### src/rtl/instr_encoder.sv
// instr_encoder
//   Encodes MIPS-style instruction requests (R, lw, sw, beq, j) into 32-bit
//   words, queues them in a small FIFO and streams them into instruction
//   memory at consecutive word addresses starting at BASE_ADDR. The block
//   halts after IMEM_WORDS completed writes.
//
// Ports
//   clk, reset          single clock, async active-high reset
//   in_valid/in_ready   request handshake
//   in_kind             0=R 1=lw 2=sw 3=beq 4=j, 5-7 illegal
//   in_rs..in_target    instruction fields
//   imem_we/imem_ready  memory write handshake
//   imem_addr           byte address of the current write
//   imem_wdata          encoded word at the FIFO head
//   words_written       completed memory writes
//   mem_full            IMEM_WORDS writes done, block halted
//   err_illegal         sticky flag: an illegal kind was accepted
module instr_encoder #(
  parameter int          DEPTH      = 4,
  parameter int          IMEM_WORDS = 256,
  parameter logic [31:0] BASE_ADDR  = 32'h0000_0000
) (
  input  logic        clk,
  input  logic        reset,
  input  logic        in_valid,
  output logic        in_ready,
  input  logic [2:0]  in_kind,
  input  logic [4:0]  in_rs,
  input  logic [4:0]  in_rt,
  input  logic [4:0]  in_rd,
  input  logic [4:0]  in_shamt,
  input  logic [5:0]  in_funct,
  input  logic [15:0] in_imm,
  input  logic [25:0] in_target,
  output logic        imem_we,
  input  logic        imem_ready,
  output logic [31:0] imem_addr,
  output logic [31:0] imem_wdata,
  output logic [15:0] words_written,
  output logic        mem_full,
  output logic        err_illegal
);

  localparam int PW = $clog2(DEPTH);
  localparam int CW = PW + 1;

  // state | meaning
  // IDLE  | FIFO empty, no write pending
  // WRITE | FIFO non-empty, imem_we asserted
  // FULL  | IMEM_WORDS writes completed, halted until reset
  typedef enum logic [1:0] {IDLE, WRITE, FULL} state_t;

  state_t        state;
  logic [31:0]   fifo_mem [DEPTH];
  logic [PW-1:0] wr_ptr;
  logic [PW-1:0] rd_ptr;
  logic [CW-1:0] count;
  logic [CW-1:0] count_next;
  logic [31:0]   enc_word;
  logic          legal;
  logic          accept;
  logic          push;
  logic          pop;
  logic          last_write;

  always_comb begin
    enc_word = 32'h0;
    legal    = 1'b1;
    case (in_kind)
      3'd0:    enc_word = {6'b000000, in_rs, in_rt, in_rd, in_shamt, in_funct};
      3'd1:    enc_word = {6'b100011, in_rs, in_rt, in_imm};
      3'd2:    enc_word = {6'b101011, in_rs, in_rt, in_imm};
      3'd3:    enc_word = {6'b000100, in_rs, in_rt, in_imm};
      3'd4:    enc_word = {6'b000010, in_target};
      default: legal    = 1'b0;
    endcase
  end

  // in_ready looks only at the registered count, so a pop in the same cycle
  // never opens a slot early.
  assign in_ready   = (count < CW'(DEPTH)) && !mem_full;
  assign accept     = in_valid && in_ready;
  assign push       = accept && legal;
  assign pop        = imem_we && imem_ready;
  assign last_write = pop && (({1'b0, words_written} + 17'd1) == 17'(IMEM_WORDS));

  always_comb begin
    count_next = count;
    case ({push, pop})
      2'b10:   count_next = count + 1'b1;
      2'b01:   count_next = count - 1'b1;
      default: count_next = count;
    endcase
  end

  assign mem_full   = (state == FULL);
  assign imem_we    = (state == WRITE);
  assign imem_wdata = imem_we ? fifo_mem[rd_ptr] : 32'h0;

  // Storage needs no reset: the output is gated to zero unless a valid head exists.
  always_ff @(posedge clk) begin
    if (push) fifo_mem[wr_ptr] <= enc_word;
  end

  always_ff @(posedge clk or posedge reset) begin
    if (reset) begin
      state         <= IDLE;
      wr_ptr        <= '0;
      rd_ptr        <= '0;
      count         <= '0;
      imem_addr     <= BASE_ADDR;
      words_written <= 16'h0;
      err_illegal   <= 1'b0;
    end else begin
      count <= count_next;
      if (push) wr_ptr <= wr_ptr + 1'b1;
      if (pop) begin
        rd_ptr        <= rd_ptr + 1'b1;
        imem_addr     <= imem_addr + 32'd4;
        words_written <= words_written + 16'd1;
      end
      if (accept && !legal) err_illegal <= 1'b1;
      case (state)
        IDLE:    if (count_next != '0) state <= WRITE;
        WRITE: begin
          if (last_write)              state <= FULL;
          else if (count_next == '0)   state <= IDLE;
        end
        FULL:    state <= FULL;
        default: state <= IDLE;
      endcase
    end
  end

endmodule
### config.mk
export PLATFORM = sky130hd
export DESIGN_NAME = instr_encoder
export DESIGN_NICKNAME = d
export VERILOG_FILES = /design/src/rtl/instr_encoder.sv
export SDC_FILE = /design/constraint.sdc
export NUM_CORES = 1
export LEC_CHECK = 0
export CAP_MARGIN = 20
export CORE_MARGIN = 3
export CORE_UTILIZATION = 45
export DETAILED_ROUTE_END_ITERATION = 16
export GPL_ROUTABILITY_DRIVEN = 0
export HOLD_SLACK_MARGIN = 0.03
export PLACE_DENSITY_LB_ADDON = 0.2
export SLEW_MARGIN = 0
export SYNTH_ARGS = -nofsm -noshare
export SYNTH_HDL_FRONTEND = slang
export SYNTH_SLANG_ARGS = --single-unit
export TNS_END_PERCENT = 30
### constraint.sdc
create_clock -name clk -period 6.4 [get_ports clk]
set_input_delay 1.28 -clock clk [delete_from_list [all_inputs] [get_ports clk]]
set_output_delay 1.28 -clock clk [all_outputs]
set_load 0.005 [all_outputs]
==> results of run 1 <==
[cells by family after synthesis]
| group | synth area share (%) |
|---|---|
| AO/OA/AOI/OAI | 2.87 |
| XOR/XNOR | 6.22 |
| adder cells (fa/ha/maj) | 1.36 |
| buffers and inverters | 3.05 |
| flip-flops | 63.5 |
| multiplexers | 11.0 |
| other | 0.0476 |
| AND/OR/NAND/NOR | 12.0 |
[cells in the mapped netlist, types with 7 or more instances]
cell,count,area share (%)
and2_1,8,0.63
and3_1,36,2.9
clkbuf_1,20,0.95
dfrtp_1,56,18
edfxtp_1,120,46
ha_1,7,1.1
inv_1,25,1.2
mux2i_1,18,2.3
mux4_2,30,8.6
nand2_1,33,1.6
nand3_1,37,2.3
nand4_1,8,0.63
nor2_1,17,0.81
nor3_1,7,0.44
o21ai_0,26,1.7
xnor2_1,37,4.1
xor2_1,19,2.1
[layer usage]
metal	track usage, %	wire, um
met1	24.1	7470
met4	5.04	205
met5	0	0
met3	3.76	708
met2	30.2	8610
[path summary, 6_finish.rpt]
check | startpoint | end | cells past startpoint
worst max-delay path | rd_ptr[0]$_DFFE_PP0P_ | imem_wdata[31] | 4
max in group asynchronous | reset | rd_ptr[0]$_DFFE_PP0P_ | 3
worst max register to register | state[0]$_DFFE_PP0P_ | state[0]$_DFFE_PP0P_ | 11
worst min register to register | imem_addr[31]$_DFFE_PP0P_ | imem_addr[31]$_DFFE_PP0P_ | 1
worst min-delay path | imem_addr[31]$_DFFE_PP0P_ | imem_addr[31]$_DFFE_PP0P_ | 1
min in group asynchronous | reset | imem_addr[7]$_DFFE_PP0P_ | 3
[worst register-to-register path, stage by stage, from the launching register on]
cell	delay, ns
dfrtp_1	0.51
and2b_1	0.25
nor2_1	0.25
nand2_1	0.11
a21oi_2	0.29
inv_1	0.08
ha_1	0.23
inv_1	0.08
fa_1	0.42
mux2i_1	0.28
o31ai_1	0.11
a31oi_1	0.18
[layout make-up]
| class | instances | area [um^2] |
|---|---|---|
| fillers | 1253 | 6590 |
| flip-flops and latches | 176 | 5010 |
| multi-input cells | 320 | 2660 |
| repair buffers | 164 | 1650 |
| clock buffers | 17 | 425 |
| well taps | 220 | 275 |
| clock inverters | 15 | 180 |
| inverters | 26 | 97.6 |
[power groups by stage]
| stage | Sequential [uW] | Combinational, uW | Clock, uW |
|---|---|---|---|
| CTS | 1530 | 1070 | 1080 |
| finish | 1470 | 1120 | 1060 |
| detailed placement | 1550 | 1060 | 0 |
| floorplan | 1460 | 619 | 0 |
| global placement | 1540 | 1040 | 0 |
| global route | 1490 | 1220 | 1130 |
[state kept, by name (all words and copies together) (netlist names)]
register and cells:
words_written 16, fifo_mem 120, rd_ptr 2, count 3, state 2, imem_addr 30
wr_ptr 2, err_illegal 1
[stage by stage]
stage,utilization (%),setup WS (ns)
after CTS,60.7,2.22
after global placement,57.1,2.55
after floorplan,-,3.32
after detailed placement,57.1,2.44
after global routing,60.9,2.47
final,60.9,2.62
[cell usage in the layout (no fill, tap or decap), types with 2 or more instances in the layout]
| cell | count |
|---|---|
| nor4_4 | 2 |
| nand2_1 | 33 |
| mux2i_1 | 18 |
| o21ai_0 | 26 |
| xnor2_1 | 37 |
| and3_1 | 36 |
| clkbuf_16 | 17 |
| inv_6 | 6 |
| nor2_1 | 16 |
| xor2_1 | 19 |
| dfrtp_1 | 55 |
| conb_1 | 3 |
| buf_4 | 7 |
| mux4_2 | 30 |
| clkinv_4 | 2 |
| nor3_1 | 7 |
| bufinv_16 | 3 |
| clkinv_1 | 3 |
| and2_1 | 8 |
| clkdlybuf4s50_1 | 154 |
| nand4_1 | 8 |
| ha_1 | 7 |
| and4_1 | 5 |
| inv_1 | 24 |
| edfxtp_1 | 120 |
| nor4_1 | 2 |
| nand3_1 | 37 |
==> out/qor.yml, run 1 <==
path_buf_inv: 2
critPathTopFamily: "buffers and inverters"
die_area_um2: 19100
fin_cells: 938
finalPower_uw: 3650
clk_path_buf_depth: 2
rrSetupSlack_ns: 3.51
syn_inst: 552
grt_usage_pct: 18.0
final.setup.tns_ns: 0
finalCriticalPeriod_ns: 3.78
viasPerCell: 5.26
cp.required_ns: 5.12
syn_area_um2: 7890
grt_start_max_net_pins: 59
insertion_delay_ns: 0.42
synth_cell_types: 51
worstSetupPathType: "reg -> out"
htreeDepth: 4
timing.final.crit_share_pct: 59.1
avgSynthCellArea_um2: 14.3
ios: 159
grt_pass1_wl_mm: 27.7
placed_cell_area_um2: 9630
hold_viol: 0
endpoint_kind: "output port"
n_antenna_cell: 0
synth_seq_cells: 176
setup_viol_count_final: 0
antenna_found_initial: 0
clock_tree.root_cell: "clkbuf_16"
min_path_type: "reg -> reg"
maxCapViolCount: 0
drt_iter0_drc: 279
critPathLaunchType: "flip-flop"
post-cts-setup-buffer-count: 0
ctsHoldBuffers: 0
cpPeakStageDelay_ns: 0.60
final_area_um2: 10300
synth-edff-count: 120
fin_worst_skew_ns: 0.00765
remaining_drc_errors: 0
fp.coreArea_um2: 16900
leakagePower_uw: 0.00388
io_buffers: 155
swShare_pct: 27.4
first_pass_iters: 5
p_seq_share_pct: 40.4
clk_pin_slew_worst_paths_ns: 0.06
cts_tree: "yes"
cts_sinks: 176
yosysWarnings: 0
cellPowerDensity_nw_per_um2: 355
die_y_um: 138
chipWidth_um: 138
dp_hpwl_mm: 11.3
vias: 4932
status: "complete, no violations"
grt_pass1_vias: 5135
tightest_slew_ns: 0.950
async_reset_ff_share_pct: 31.8
initial_core_util_pct: 46.7
post-place-cells: 904
ir_drop_mv: 0.219
arrival_ns: 2.50
switchingPower_uw: 1000
cts_resized: 0
core.rowCount: 47
ys.flop_type: "edfxtp_1"
cts_buffers: 17
overflow: 0
power_frac_comb_pct: 30.7
area_growth_pct: 30.5
slowest_stage: "dfrtp_2"
fmax_mhz: 265
path_cells: "buf_12 -> mux4_2 -> and3_1 -> clkdlybuf4s50_1"
drive_above_1_share_pct: 11.7
maxSlewHeadroom_pct: 36.7
nNetsFinal: 788
rsz0062_at_grt: "no"
wl_mm: 17.0
wl_per_cell_um: 18.1
clkPwrFrac_pct: 28.9
critPathMaxFanout: 22
fin_hold_ws_ns: 0.471
ant_nets: 0
drv_slew: 0
seq_area_frac_synth_pct: 63.5
power.internal_uw: 2650
(Power assumes the default switching activity.)
==> run 2, diff against run 1 <==
clock period = 3.85 ns   (was 6.4 ns; I/O delays follow)
==> run 2 against run 1 <==
Net effect: combinational power rose by 68%; routed wire length is 2.6% higher; worst hold slack gained 0.0047 ns; clock power grew 79%; global-route usage up 0.40 points; clock skew rose by 0.0019 ns; worst setup slack worse by 2.1 ns; largest power group unchanged; critical path type unchanged; cell count grew 0.53%.
==> out/qor.yml, run 2 (synthesis gave the netlist of run 1 again) <==
critPathMaxFanout: 12  # -45%
reg_top3: "fifo_mem (120), imem_addr (30), words_written (16)"
dp_hpwl_mm: 11.9  # +5.7%
initial_core_util_pct: 46.7  # unchanged
p_seq_share_pct: 39.5  # -0.9 points
area_growth_pct: 31.6
core.rowCount: 47  # unchanged
post-cts-setup-buffer-count: 0  # unchanged
insertion_delay_ns: 0.42  # about the same
viasPerCell: 5.29  # +0.60%
tightest_slew_ns: 0.757  # -0.192 ns
top_layer: "met4"
swShare_pct: 27.0  # -0.39 points
n_antenna_cell: 0  # unchanged
grt_start_max_net_pins: 58  # -1.7%
power.internal_uw: 4560  # +72%
wl_met1_mm: 7.29  # -2.4%
regMostFlops: "fifo_mem"
remaining_drc_errors: 0  # unchanged
cp.required_ns: 3.08  # -2.04 ns
worstSetupPathType: "reg -> out"
fmax_mhz: 301
drt_iter0_drc: 274  # -1.8%
clk_path_buf_depth: 2  # unchanged
vias: 4988  # +1.1%
post-place-cells: 911  # +0.77%
worstRegToRegCells: 11  # unchanged
worstHoldStart: "err_illegal$_DFFE_PP0P_"
drv_slew: 0  # unchanged
setup_viol_count_final: 0  # unchanged
fin_hold_ws_ns: 0.476  # +0.00469 ns
clock_tree.root_cell: "clkbuf_16"
io_buffers: 155  # unchanged
switchingPower_uw: 1690  # +69%
mostFrequentLayoutCells: "clkdlybuf4s50_1, edfxtp_1, dfrtp_1"
wl_mm: 17.4  # +2.6%
min_to: "err_illegal$_DFFE_PP0P_"
r2r-end: "state[0]$_DFFE_PP0P_"
cts_sinks: 176  # unchanged
clkPwrFrac_pct: 30.4  # +1.5 points
power_frac_comb_pct: 30.0  # -0.7 points
startpoint: "rd_ptr[0]$_DFFE_PP0P_"
fin_worst_skew_ns: 0.00960  # +0.00194 ns
maxCapViolCount: 0  # unchanged
wl_met2_mm: 9.33  # +8.3%
final.setup.tns_ns: 0  # unchanged
first_pass_iters: 4  # -1
cts_tree: "yes"
timing.final.crit_share_pct: 86.2
wl_per_cell_um: 18.5  # +2.0%
chipWidth_um: 138  # unchanged
overflow: 0  # unchanged
critPathLaunchType: "flip-flop"
endpoint_kind: "output port"
fin_cells: 943  # +0.53%
rrSetupSlack_ns: 1.11  # -2.40 ns
cts_resized: 0  # unchanged
arrival_ns: 2.55  # +0.05 ns
die_area_um2: 19100  # unchanged
layout_commonest_cell: "clkdlybuf4s50_1"
rr_startpoint: "state[0]$_DFFE_PP0P_"
fillers: 1266  # +1.0%
leakagePower_uw: 0.00392  # +1.2%
clk_pin_slew_worst_paths_ns: 0.07  # about the same
ios: 159  # unchanged
largest_reg_flops: 120  # unchanged
ir_drop_mv: 0.345  # +58%
worstHoldPathCells: 1  # unchanged
met3_length_um: 692  # -2.3%
maxSlewHeadroom_pct: 49.4  # +13 points
grt_pass1_wl_mm: 28.0  # +1.2%
nNetsFinal: 793  # +0.63%
grt_usage_pct: 18.4  # +0.40 points
rsz0062_at_grt: "no"
grt_pass1_vias: 5151  # +0.31%
die_y_um: 138  # unchanged
antenna_found_initial: 0  # unchanged
ctsHoldBuffers: 0  # unchanged
fp.coreArea_um2: 16900  # unchanged
status: "complete, no violations"
min_path_type: "reg -> reg"
cellPowerDensity_nw_per_um2: 602  # +69%
drive_above_1_share_pct: 12.4  # +0.75 points
htreeDepth: 4  # unchanged
cts_buffers: 17  # unchanged
ant_nets: 0  # unchanged
hold_viol: 0  # unchanged
finalCriticalPeriod_ns: 3.32
## run 2: power groups by stage
stage / Combinational [uW] / Clock, uW / Sequential, uW
final: 1880 / 1900 / 2470
after global routing: 2030 / 2020 / 2510
after CTS: 1910 / 1940 / 2480
after detailed placement: 1900 / 0 / 2510
after global placement: 1860 / 0 / 2500
after floorplan: 1030 / 0 / 2420
## run 2: layer usage
metal	track usage, %	vias to the layer above
li1	-	2349
met3	4.11	11
met4	3.90	0
met5	0	-
met2	32.4	109
met1	23.6	2519
## run 2: cell type report
type,count,area [um^2],share of cell area [%]
sequential,176,5010,48.2
tap,220,275,2.65
clock inverter,14,226,2.18
multi-input combinational,320,2660,25.6
clock buffer,18,429,4.14
timing repair buffer,169,1690,16.3
inverter,26,97.6,0.940
## run 2: worst max-delay path: stages (launching register included)
cell             delay [ns]
dfrtp_2                0.64
buf_4                  0.31
mux4_2                 0.54
and3_1                 0.19
clkdlybuf4s50_1        0.45
## run 2: worst max-delay path by stage
stage                                       to  slack (ns)  cells past startpoint
after floorplan           state[0]$_DFFE_PP0P_        1.28                     11
after global placement    state[0]$_DFFE_PP0P_        0.57                     12
after detailed placement  state[0]$_DFFE_PP0P_        0.45                     12
after CTS                        imem_wdata[7]        0.47                      4
after global routing             imem_wdata[5]        0.38                      4
final                            imem_wdata[3]        0.53                      4
## run 2: metrics by stage
| stage | utilization [%] | total power (uW) | worst slack [ns] | area, um^2 |
|---|---|---|---|---|
| floorplan | - | 3450 | 1.28 | 7890 |
| global placement | 57.6 | 4360 | 0.567 | 9720 |
| detailed placement | 57.6 | 4420 | 0.448 | 9720 |
| CTS | 61.5 | 6330 | 0.466 | 10400 |
| global route | 61.5 | 6550 | 0.384 | 10400 |
| finish | 61.5 | 6250 | 0.532 | 10400 |
==> run 3, diff against run 2 <==
CORE_UTILIZATION = 25   (was 45)
REMOVE_ABC_BUFFERS = 1   (was default)
==> run 3 against run 2 <==
Net effect: final area up 1.2%; worst setup slack lost 0.011 ns; via count up 0.94%; sequential share of layout area shrank 0.55 points; largest power group unchanged; combinational power is 3% lower; clock power is 14% lower; critical path depth did not move; count of clock-buffer cells in the layout is 1 lower; cell count increased by 19%; sequential power rose by 2%; routed wire length rose by 10%; first-iteration DRC count shrank 12%.
==> out/qor.yml, run 3 (synthesis gave the netlist of run 1 again) <==
timing.final.crit_share_pct: 86.5  # +0.30 points
cts_buffers: 17  # unchanged
antenna_found_initial: 2  # +2
chipWidth_um: 184  # +33%
drt_iter0_drc: 240  # -12%
htreeDepth: 4  # unchanged
cts_sinks: 176  # unchanged
wl_mm: 19.3  # +10%
viasPerCell: 4.50  # -15%
cp.required_ns: 3.08  # about the same
clkPwrFrac_pct: 27.5  # -2.9 points
worstSetupPathType: "reg -> out"
grt_usage_pct: 11.6  # -6.8 points
critPathMaxFanout: 23  # +11
largest_reg_flops: 120  # unchanged
p_seq_share_pct: 42.1  # +2.6 points
clk_pin_slew_worst_paths_ns: 0.07  # about the same
initial_core_util_pct: 25.6  # -21 points
status: "complete, no violations"
setup_viol_count_final: 0  # unchanged
final_util_pct: 34.1  # -27 points
dp_hpwl_mm: 13.1  # +9.8%
grt_pass1_wl_mm: 30.3  # +8.2%
reg_top3: "fifo_mem (120), imem_addr (30), words_written (16)"
maxCapViolCount: 0  # unchanged
fmax_mhz: 300  # -0.34%
path_buf_inv: 2  # unchanged
swShare_pct: 29.1  # +2.2 points
leakagePower_uw: 0.00388  # -1.2%
die_area_um2: 33700  # +76%
drv_slew: 0  # unchanged
clk_path_buf_depth: 2  # unchanged
dp_slack_ns: 0.386  # -0.0622 ns
post-cts-setup-buffer-count: 0  # unchanged
power_frac_comb_pct: 30.4  # +0.4 points
final.setup.tns_ns: 0  # unchanged
grt_pass1_vias: 5343  # +3.7%
overflow: 0  # unchanged
nNetsFinal: 793  # unchanged
fin_ws_ns: 0.521  # -0.0114 ns
first_pass_iters: 4  # unchanged
fp.coreArea_um2: 30800  # +83%
path_cells: "buf_12 -> mux4_2 -> and3_1 -> clkdlybuf4s50_1"
rrSetupSlack_ns: 1.26  # +0.15 ns
fillers: 2966  # +130%
multi_input_area_um2: 2660  # +0.19%
cpPeakStageDelay_ns: 0.60  # -0.04 ns
drive_above_1_share_pct: 13.3  # +0.83 points
critPathLaunchType: "flip-flop"
ctsHoldBuffers: 0  # unchanged
fin_hold_ws_ns: 0.477  # +0.00120 ns
maxSlewHeadroom_pct: 43.3  # -6.1 points
cts_tree: "yes"
critPathTopFamily: "buffers and inverters"
die_y_um: 184  # +33%
clock_tree.root_cell: "clkbuf_16"
ff_latch_area_um2: 5010  # about the same
remaining_drc_errors: 0  # unchanged
power.internal_uw: 4240  # -7.1%
min_path_type: "reg -> reg"
switchingPower_uw: 1740  # +3.3%
area_growth_pct: 33.2
finalPower_uw: 5980  # -4.3%
regMostFlops: "fifo_mem"
finalCriticalPeriod_ns: 3.33  # +0.0114 ns
rsz0062_at_grt: "no"
wl_per_cell_um: 17.2  # -6.9%
io_buffers: 155  # unchanged
ir_drop_mv: 0.237  # -31%
tightest_slew_ns: 0.850  # +0.0927 ns
insertion_delay_ns: 0.42  # about the same
ios: 159  # unchanged
fin_worst_skew_ns: 0.0140  # +0.00437 ns
layout_commonest_cell: "clkdlybuf4s50_1"
endpoint_kind: "output port"
n_antenna_cell: 0  # unchanged
cellPowerDensity_nw_per_um2: 569  # -5.4%
arrival_ns: 2.56  # about the same
slowest_stage: "dfrtp_2"
mostFrequentLayoutCells: "clkdlybuf4s50_1, edfxtp_1, dfrtp_1"
cts_resized: 0  # unchanged
vias: 5035  # +0.94%
hold_viol: 0  # unchanged
core.rowCount: 64  # +36%
grt_start_max_net_pins: 58  # unchanged
ant_nets: 0  # unchanged
==> run 3: area by class of cell <==
type	count	share of cell area (%)
flip-flops and latches	176	47.7
inverters	26	0.929
clock buffers	17	4.05
multi-input cells	320	25.3
well taps	396	4.72
repair buffers	169	16.0
clock inverters	15	1.32
==> run 3: per-stage QoR <==
| step | instances | area, um^2 |
|---|---|---|
| global route | 1119 | 10500 |
| finish | 1119 | 10500 |
| global placement | 1087 | 9940 |
| floorplan | 522 | 7750 |
| CTS | 1119 | 10500 |
| detailed placement | 1087 | 9940 |
==> run 3: metal layers <==
layer  GRT usage [%]  share of wire [%]  vias to the layer above
met5               0              0.099                        -
met4            3.20                1.4                        4
met3            3.78                6.9                       24
met2            19.2                 47                      161
met1            14.7                 45                     2500
li1                -                  -                     2346
==> run 3: worst paths after layout <==
check | cells past startpoint | startpoint | to
hold / removal | 1 | imem_addr[31]$_DFFE_PP0P_ | imem_addr[31]$_DFFE_PP0P_
max in group asynchronous | 3 | reset | imem_addr[13]$_DFFE_PP0P_
setup / recovery | 4 | rd_ptr[0]$_DFFE_PP0P_ | imem_wdata[26]
setup reg to reg | 13 | state[1]$_DFFE_PP0P_ | state[0]$_DFFE_PP0P_
hold reg to reg | 1 | imem_addr[31]$_DFFE_PP0P_ | imem_addr[31]$_DFFE_PP0P_
min in group asynchronous | 2 | reset | words_written[6]$_DFFE_PP0P_
==> run 3: power by group through the flow <==
stage                     logic [uW]  clock network [uW]  registers (uW)
after global routing            2000                1780            2560
final                           1820                1640            2520
after global placement          1850                   0            2550
after floorplan                  869                   0            2540
after CTS                       1880                1700            2530
after detailed placement        1870                   0            2560
==> run 3: worst register-to-register path, stage by stage, from the launching register on <==
cell	delay, ns
dfrtp_1	0.39
and2b_1	0.20
nor2_1	0.21
nand2_1	0.10
a21oi_2	0.26
inv_1	0.08
ha_1	0.23
inv_1	0.07
fa_1	0.18
xor2_1	0.15
nor2_1	0.07
xor2_1	0.16
o31ai_1	0.30
a31oi_1	0.07
